File: config.mk
export PLATFORM = sky130hd
export DESIGN_NAME = fetch_stage
export DESIGN_NICKNAME = d
export VERILOG_FILES = /design/src/rtl/fetch_stage.sv
export SDC_FILE = /design/constraint.sdc
export NUM_CORES = 1
export LEC_CHECK = 0
export CAP_MARGIN = 20
export CORE_MARGIN = 10
export CORE_UTILIZATION = 51
export CTS_CLUSTER_SIZE = 8
export DETAILED_ROUTE_END_ITERATION = 16
export GPL_ROUTABILITY_DRIVEN = 0
export GPL_TIMING_DRIVEN = 0
export PLACE_DENSITY = 0.83
export SETUP_SLACK_MARGIN = 0.02
export SLEW_MARGIN = 15
export SYNTH_ARGS = -nofsm -noshare
export SYNTH_HDL_FRONTEND = slang
export SYNTH_SLANG_ARGS = --single-unit
File: constraint.sdc
create_clock -name CLK -period 11.24 [get_ports CLK]
set_input_delay 2.248 -clock CLK [delete_from_list [all_inputs] [get_ports CLK]]
set_output_delay 2.248 -clock CLK [all_outputs]
set_load 0.03 [all_outputs]
File: src/rtl/fetch_stage.sv
// Instruction fetch stage: issues instruction memory reads at PC, fills the IF/ID latch,
// parks a hit in a hold buffer while decode stalls, and drains reads orphaned by a flush.
module fetch_stage #(
  parameter int WORD_W = 32
) (
  input  logic              CLK,
  input  logic              RST,
  input  logic [WORD_W-1:0] PC,
  input  logic [WORD_W-1:0] npc,
  output logic              pc_en,
  output logic              iREN,
  output logic [WORD_W-1:0] iaddr,
  input  logic              ihit,
  input  logic [WORD_W-1:0] iload,
  input  logic              stall,
  input  logic              flush,
  output logic [WORD_W-1:0] ifid_instr,
  output logic [WORD_W-1:0] ifid_pc,
  output logic [WORD_W-1:0] ifid_npc,
  output logic              ifid_valid,
  output logic [1:0]        dbg_state
);

  // FETCH: request at PC. HOLD: hit parked in buffer, no request.
  // DRAIN: finish a request flushed before its hit, data is dropped.
  typedef enum logic [1:0] {
    FETCH = 2'd0,
    HOLD  = 2'd1,
    DRAIN = 2'd2
  } state_t;

  state_t            state, state_n;
  logic [WORD_W-1:0] drain_addr, drain_addr_n;
  logic [WORD_W-1:0] hold_instr, hold_instr_n;
  logic [WORD_W-1:0] hold_pc, hold_pc_n;
  logic [WORD_W-1:0] hold_npc, hold_npc_n;
  logic [WORD_W-1:0] ifid_instr_n, ifid_pc_n, ifid_npc_n;
  logic              ifid_valid_n;

  assign dbg_state = state;

  always_comb begin
    state_n      = state;
    drain_addr_n = drain_addr;
    hold_instr_n = hold_instr;
    hold_pc_n    = hold_pc;
    hold_npc_n   = hold_npc;
    ifid_instr_n = ifid_instr;
    ifid_pc_n    = ifid_pc;
    ifid_npc_n   = ifid_npc;
    ifid_valid_n = ifid_valid;
    pc_en        = 1'b0;
    iREN         = 1'b0;
    iaddr        = PC;

    case (state)
      FETCH: begin
        iREN  = 1'b1;
        iaddr = PC;
        pc_en = flush | ihit;
        if (flush) begin
          ifid_valid_n = 1'b0;
          if (!ihit) begin
            drain_addr_n = PC;
            state_n      = DRAIN;
          end
        end else if (ihit) begin
          if (stall) begin
            hold_instr_n = iload;
            hold_pc_n    = PC;
            hold_npc_n   = npc;
            state_n      = HOLD;
          end else begin
            ifid_instr_n = iload;
            ifid_pc_n    = PC;
            ifid_npc_n   = npc;
            ifid_valid_n = 1'b1;
          end
        end else if (!stall) begin
          ifid_valid_n = 1'b0;
        end
      end

      HOLD: begin
        pc_en = flush;
        if (flush) begin
          ifid_valid_n = 1'b0;
          state_n      = FETCH;
        end else if (!stall) begin
          ifid_instr_n = hold_instr;
          ifid_pc_n    = hold_pc;
          ifid_npc_n   = hold_npc;
          ifid_valid_n = 1'b1;
          state_n      = FETCH;
        end
      end

      DRAIN: begin
        // The memory still owes a hit for drain_addr; keep asking until it arrives.
        iREN  = 1'b1;
        iaddr = drain_addr;
        pc_en = flush;
        if (flush) ifid_valid_n = 1'b0;
        if (ihit)  state_n = FETCH;
      end

      default: state_n = FETCH;
    endcase

    if (RST) begin
      pc_en = 1'b0;
      iREN  = 1'b0;
      iaddr = '0;
    end
  end

  always_ff @(posedge CLK or posedge RST) begin
    if (RST) begin
      state      <= FETCH;
      drain_addr <= '0;
      hold_instr <= '0;
      hold_pc    <= '0;
      hold_npc   <= '0;
      ifid_instr <= '0;
      ifid_pc    <= '0;
      ifid_npc   <= '0;
      ifid_valid <= 1'b0;
    end else begin
      state      <= state_n;
      drain_addr <= drain_addr_n;
      hold_instr <= hold_instr_n;
      hold_pc    <= hold_pc_n;
      hold_npc   <= hold_npc_n;
      ifid_instr <= ifid_instr_n;
      ifid_pc    <= ifid_pc_n;
      ifid_npc   <= ifid_npc_n;
      ifid_valid <= ifid_valid_n;
    end
  end

endmodule
==> impl_results.md <==
* Hold Path Sink: hold_instr[12]
* Post-Synth Simple-Gate Area at 2.21%
* Peak VDD IR at 190 uV
* Max Cap Violations at 0
* Reg2Reg Setup Slack at 8400 ps
* Post-synthesis register bit count at 227
* # rows at 51
* Primary FF master, synth: dfrtp_1
* Ports at 234
* Layout cells sized above 1 at 38.8%
* Setup violators final at 0
* Final core occ at 70.8%
* Largest cells by area after synthesis: dfrtp_1 55%, mux2_2 35%, mux2i_1 3.3%, nor2_1 1.4%, clkbuf_1 0.95%
* Initial antenna violation count at 0
* FF+latch area at 5680 um2
* FF-to-FF Start: dbg_state[1]
* Fin Clk Skew at 12.9 ps
* Worst-skew pair later-pin latency at 490 ps
* Largest net degree at the start of global routing at 107
* Actual slew at the worst max-slew pin at 765 ps
* Unrepaired setup endpoints after global routing: false
* CTS tree: built
* WL final at 24.9 mm
* Post-synth top cells: 319 x mux2_2, 227 x dfrtp_1, 38 x nor2_1, 34 x mux2i_1, 26 x clkbuf_1
* Sequential element share of the synthesized area at 55.3%
* Antenna-violating nets left at 0
* YS warnings at 0
* Startpoint types: input pin
* Share of the synthesized area in the top cell type at 55.3%
* Synth async-reset ratio at 100%
* Die outline area at 26200 um2
* H-tree levels at 2
* Hold_buf cts at 0
* WHS Path Cells at 1
* Cell Count, Final, Fillers Out at 1237
* Final Hold Fails at 0
* Power density over cell area at 324 nW/um2
* Largest family of logic cells by synthesized area: multiplexers
* Clock Pin Slew Worst Setup and Hold Paths at 50 ps
* Number of enable flip-flop cells after synthesis at 0
* Syn-to-layout area delta at 35.4%
* Critical Path End Type: primary output
* Worst EP required at 8990 ps
* Clk sink count at 227
* Clock root cell: clkbuf_16
* DR WL/cell at 20.1 um
* CTS buffer count at 34
* GR Overflow Total at 0
* First-pass GRT wire length at 39.6 mm
* Status: completed
* Mux cell area share after synthesis at 38.4%
* Worst Reg-to-Reg Cells at 8
* Fin. max-slew vios at 0
* Most common cell in the netlist: mux2_2
* DR vias at 6592
* Port Buf Inserts at 231
* Pwr Total at 4500 uW
* Initial core utilization at 52.2%
* Post-CTS setup buffers at 0
* Leak at 0.00580 uW
* Highest Clock Rate at 0.153 GHz
* Setup TNS at 0 ps
* DP HPWL at 17.9 mm
* HP Start: hold_instr[12]
* Hold Path Class: flip-flop to flip-flop
* Vias in the first global route at 7200
* Vias/cell at 5.33
* Post-synthesis adder-cell area fraction at 0.731%
* Antenna cells at 0
* Post-CTS Resized at 0
* Fillers at 1389
* Die height at 162 um
* Multi-input logic area at 4350 um2
* Slew margin rel. at 49.0%
* Global Route Usage Sum at 18.8%
* Critical path type: input pin to primary output
* Yosys top cell by area: dfrtp_1
* Final worst path period need at 6520 ps
* Synth Cell Area at 10300 um2
* Post-route cell area at 13900 um2
* Nets at 1077
* Xor and xnor area share after synthesis at 0%
* DIE WIDTH at 162 um
* Crit path DAT at 4270 ps
* Distinct cells, synth at 32
* Cell count after synthesis at 701
* Max Buffers Root-to-Sink at 3
* Final worst path period share at 58.0%
* Placed Instance Area at 13000 um2
* Synth Area in Compound Gates at 1.05%
* R2R Path End: ifid_pc[19]
* Core footprint at 19700 um2
* Syn_area_per_cell at 14.6 um2
* Syn_nets at 808
* 1st-iter DRT viols at 253
* Max Fanout on Critical Path at 10
* Pre-antenna DRT Iters at 4
* DR DRC count at 0
* Inst Count DP at 1199
## routing by layer
layer	global-route usage, %	wire (um)	share of wire (%)
met5	0	0	0
met4	5.71	443	1.8
met3	5.81	1740	7.0
met2	31.7	12300	49
met1	22.5	10500	42
## worst max path at each step
| stage | startpoint | endpoint | slack [ps] | depth (start not counted) |
|---|---|---|---|---|
| 3_3_place_gp | RST | ifid_npc[16] | -490 | 3 |
| 3_5_place_dp | ihit | pc_en | 4750 | 5 |
| 6_report | ihit | pc_en | 4720 | 5 |
| 5_1_grt | ihit | pc_en | 4630 | 5 |
| 4_1_cts | ihit | pc_en | 4740 | 5 |
| 2_1_floorplan | RST | dbg_state[0] | 2400 | 3 |
## kinds of logic after synthesis
kind of cell             after synthesis
AND/OR/NAND/NOR                       52
adder cells (fa/ha/maj)                6
buffers and inverters                 50
AO/OA/AOI/OAI                         12
multiplexers                         354
flip-flops                           227
## layout by cell type (no fill, tap or decap), types with 2 or more instances in the layout
cell type,count
dfrtp_1,227
buf_16,2
clkbuf_16,37
ha_1,6
inv_1,3
mux2i_1,34
o21ai_0,2
buf_2,11
buf_1,4
o22ai_1,2
mux2_2,319
nor2_1,38
nand2_1,3
buf_6,4
clkdlybuf4s50_1,231
nand2b_1,3
clkbuf_1,26
## power by group
group          internal [uW]  total (uW)  switching (uW)  leakage [uW]
logic                   1100        2140            1040       0.00264
clock network            572         904             332      0.000456
registers               1250        1450             206       0.00270
## flip-flops by register name, summed over array words and instances (netlist names)
signal,cells
hold_npc,32
ifid_instr,32
hold_pc,32
drain_addr,32
hold_instr,32
ifid_pc,32
dbg_state,2
ifid_npc,32
ifid_valid,1
## area by class of cell
cell class | instances | share of cell area (%)
inverter | 4 | 0.162
timing repair buffer | 233 | 17.0
buffer | 46 | 1.58
tap | 265 | 2.38
clock buffer | 37 | 6.66
multi-input combinational | 424 | 31.3
clock inverter | 1 | 0.0540
sequential | 227 | 40.8
## per-stage QoR
step | hold WS (ps) | worst slack, ps
floorplan | 474 | 2400
global placement | 481 | -486
detailed placement | 489 | 4750
CTS | 500 | 4740
global route | 507 | 4630
finish | 493 | 4720
## worst max-delay path, stage by stage
cell and delay [ps]:
clkdlybuf4s50_1 510, clkbuf_1 320, nand2_1 160, a211oi_1 290, clkdlybuf4s50_1 740
No activity file was read; power rests on OpenSTA's default activity.
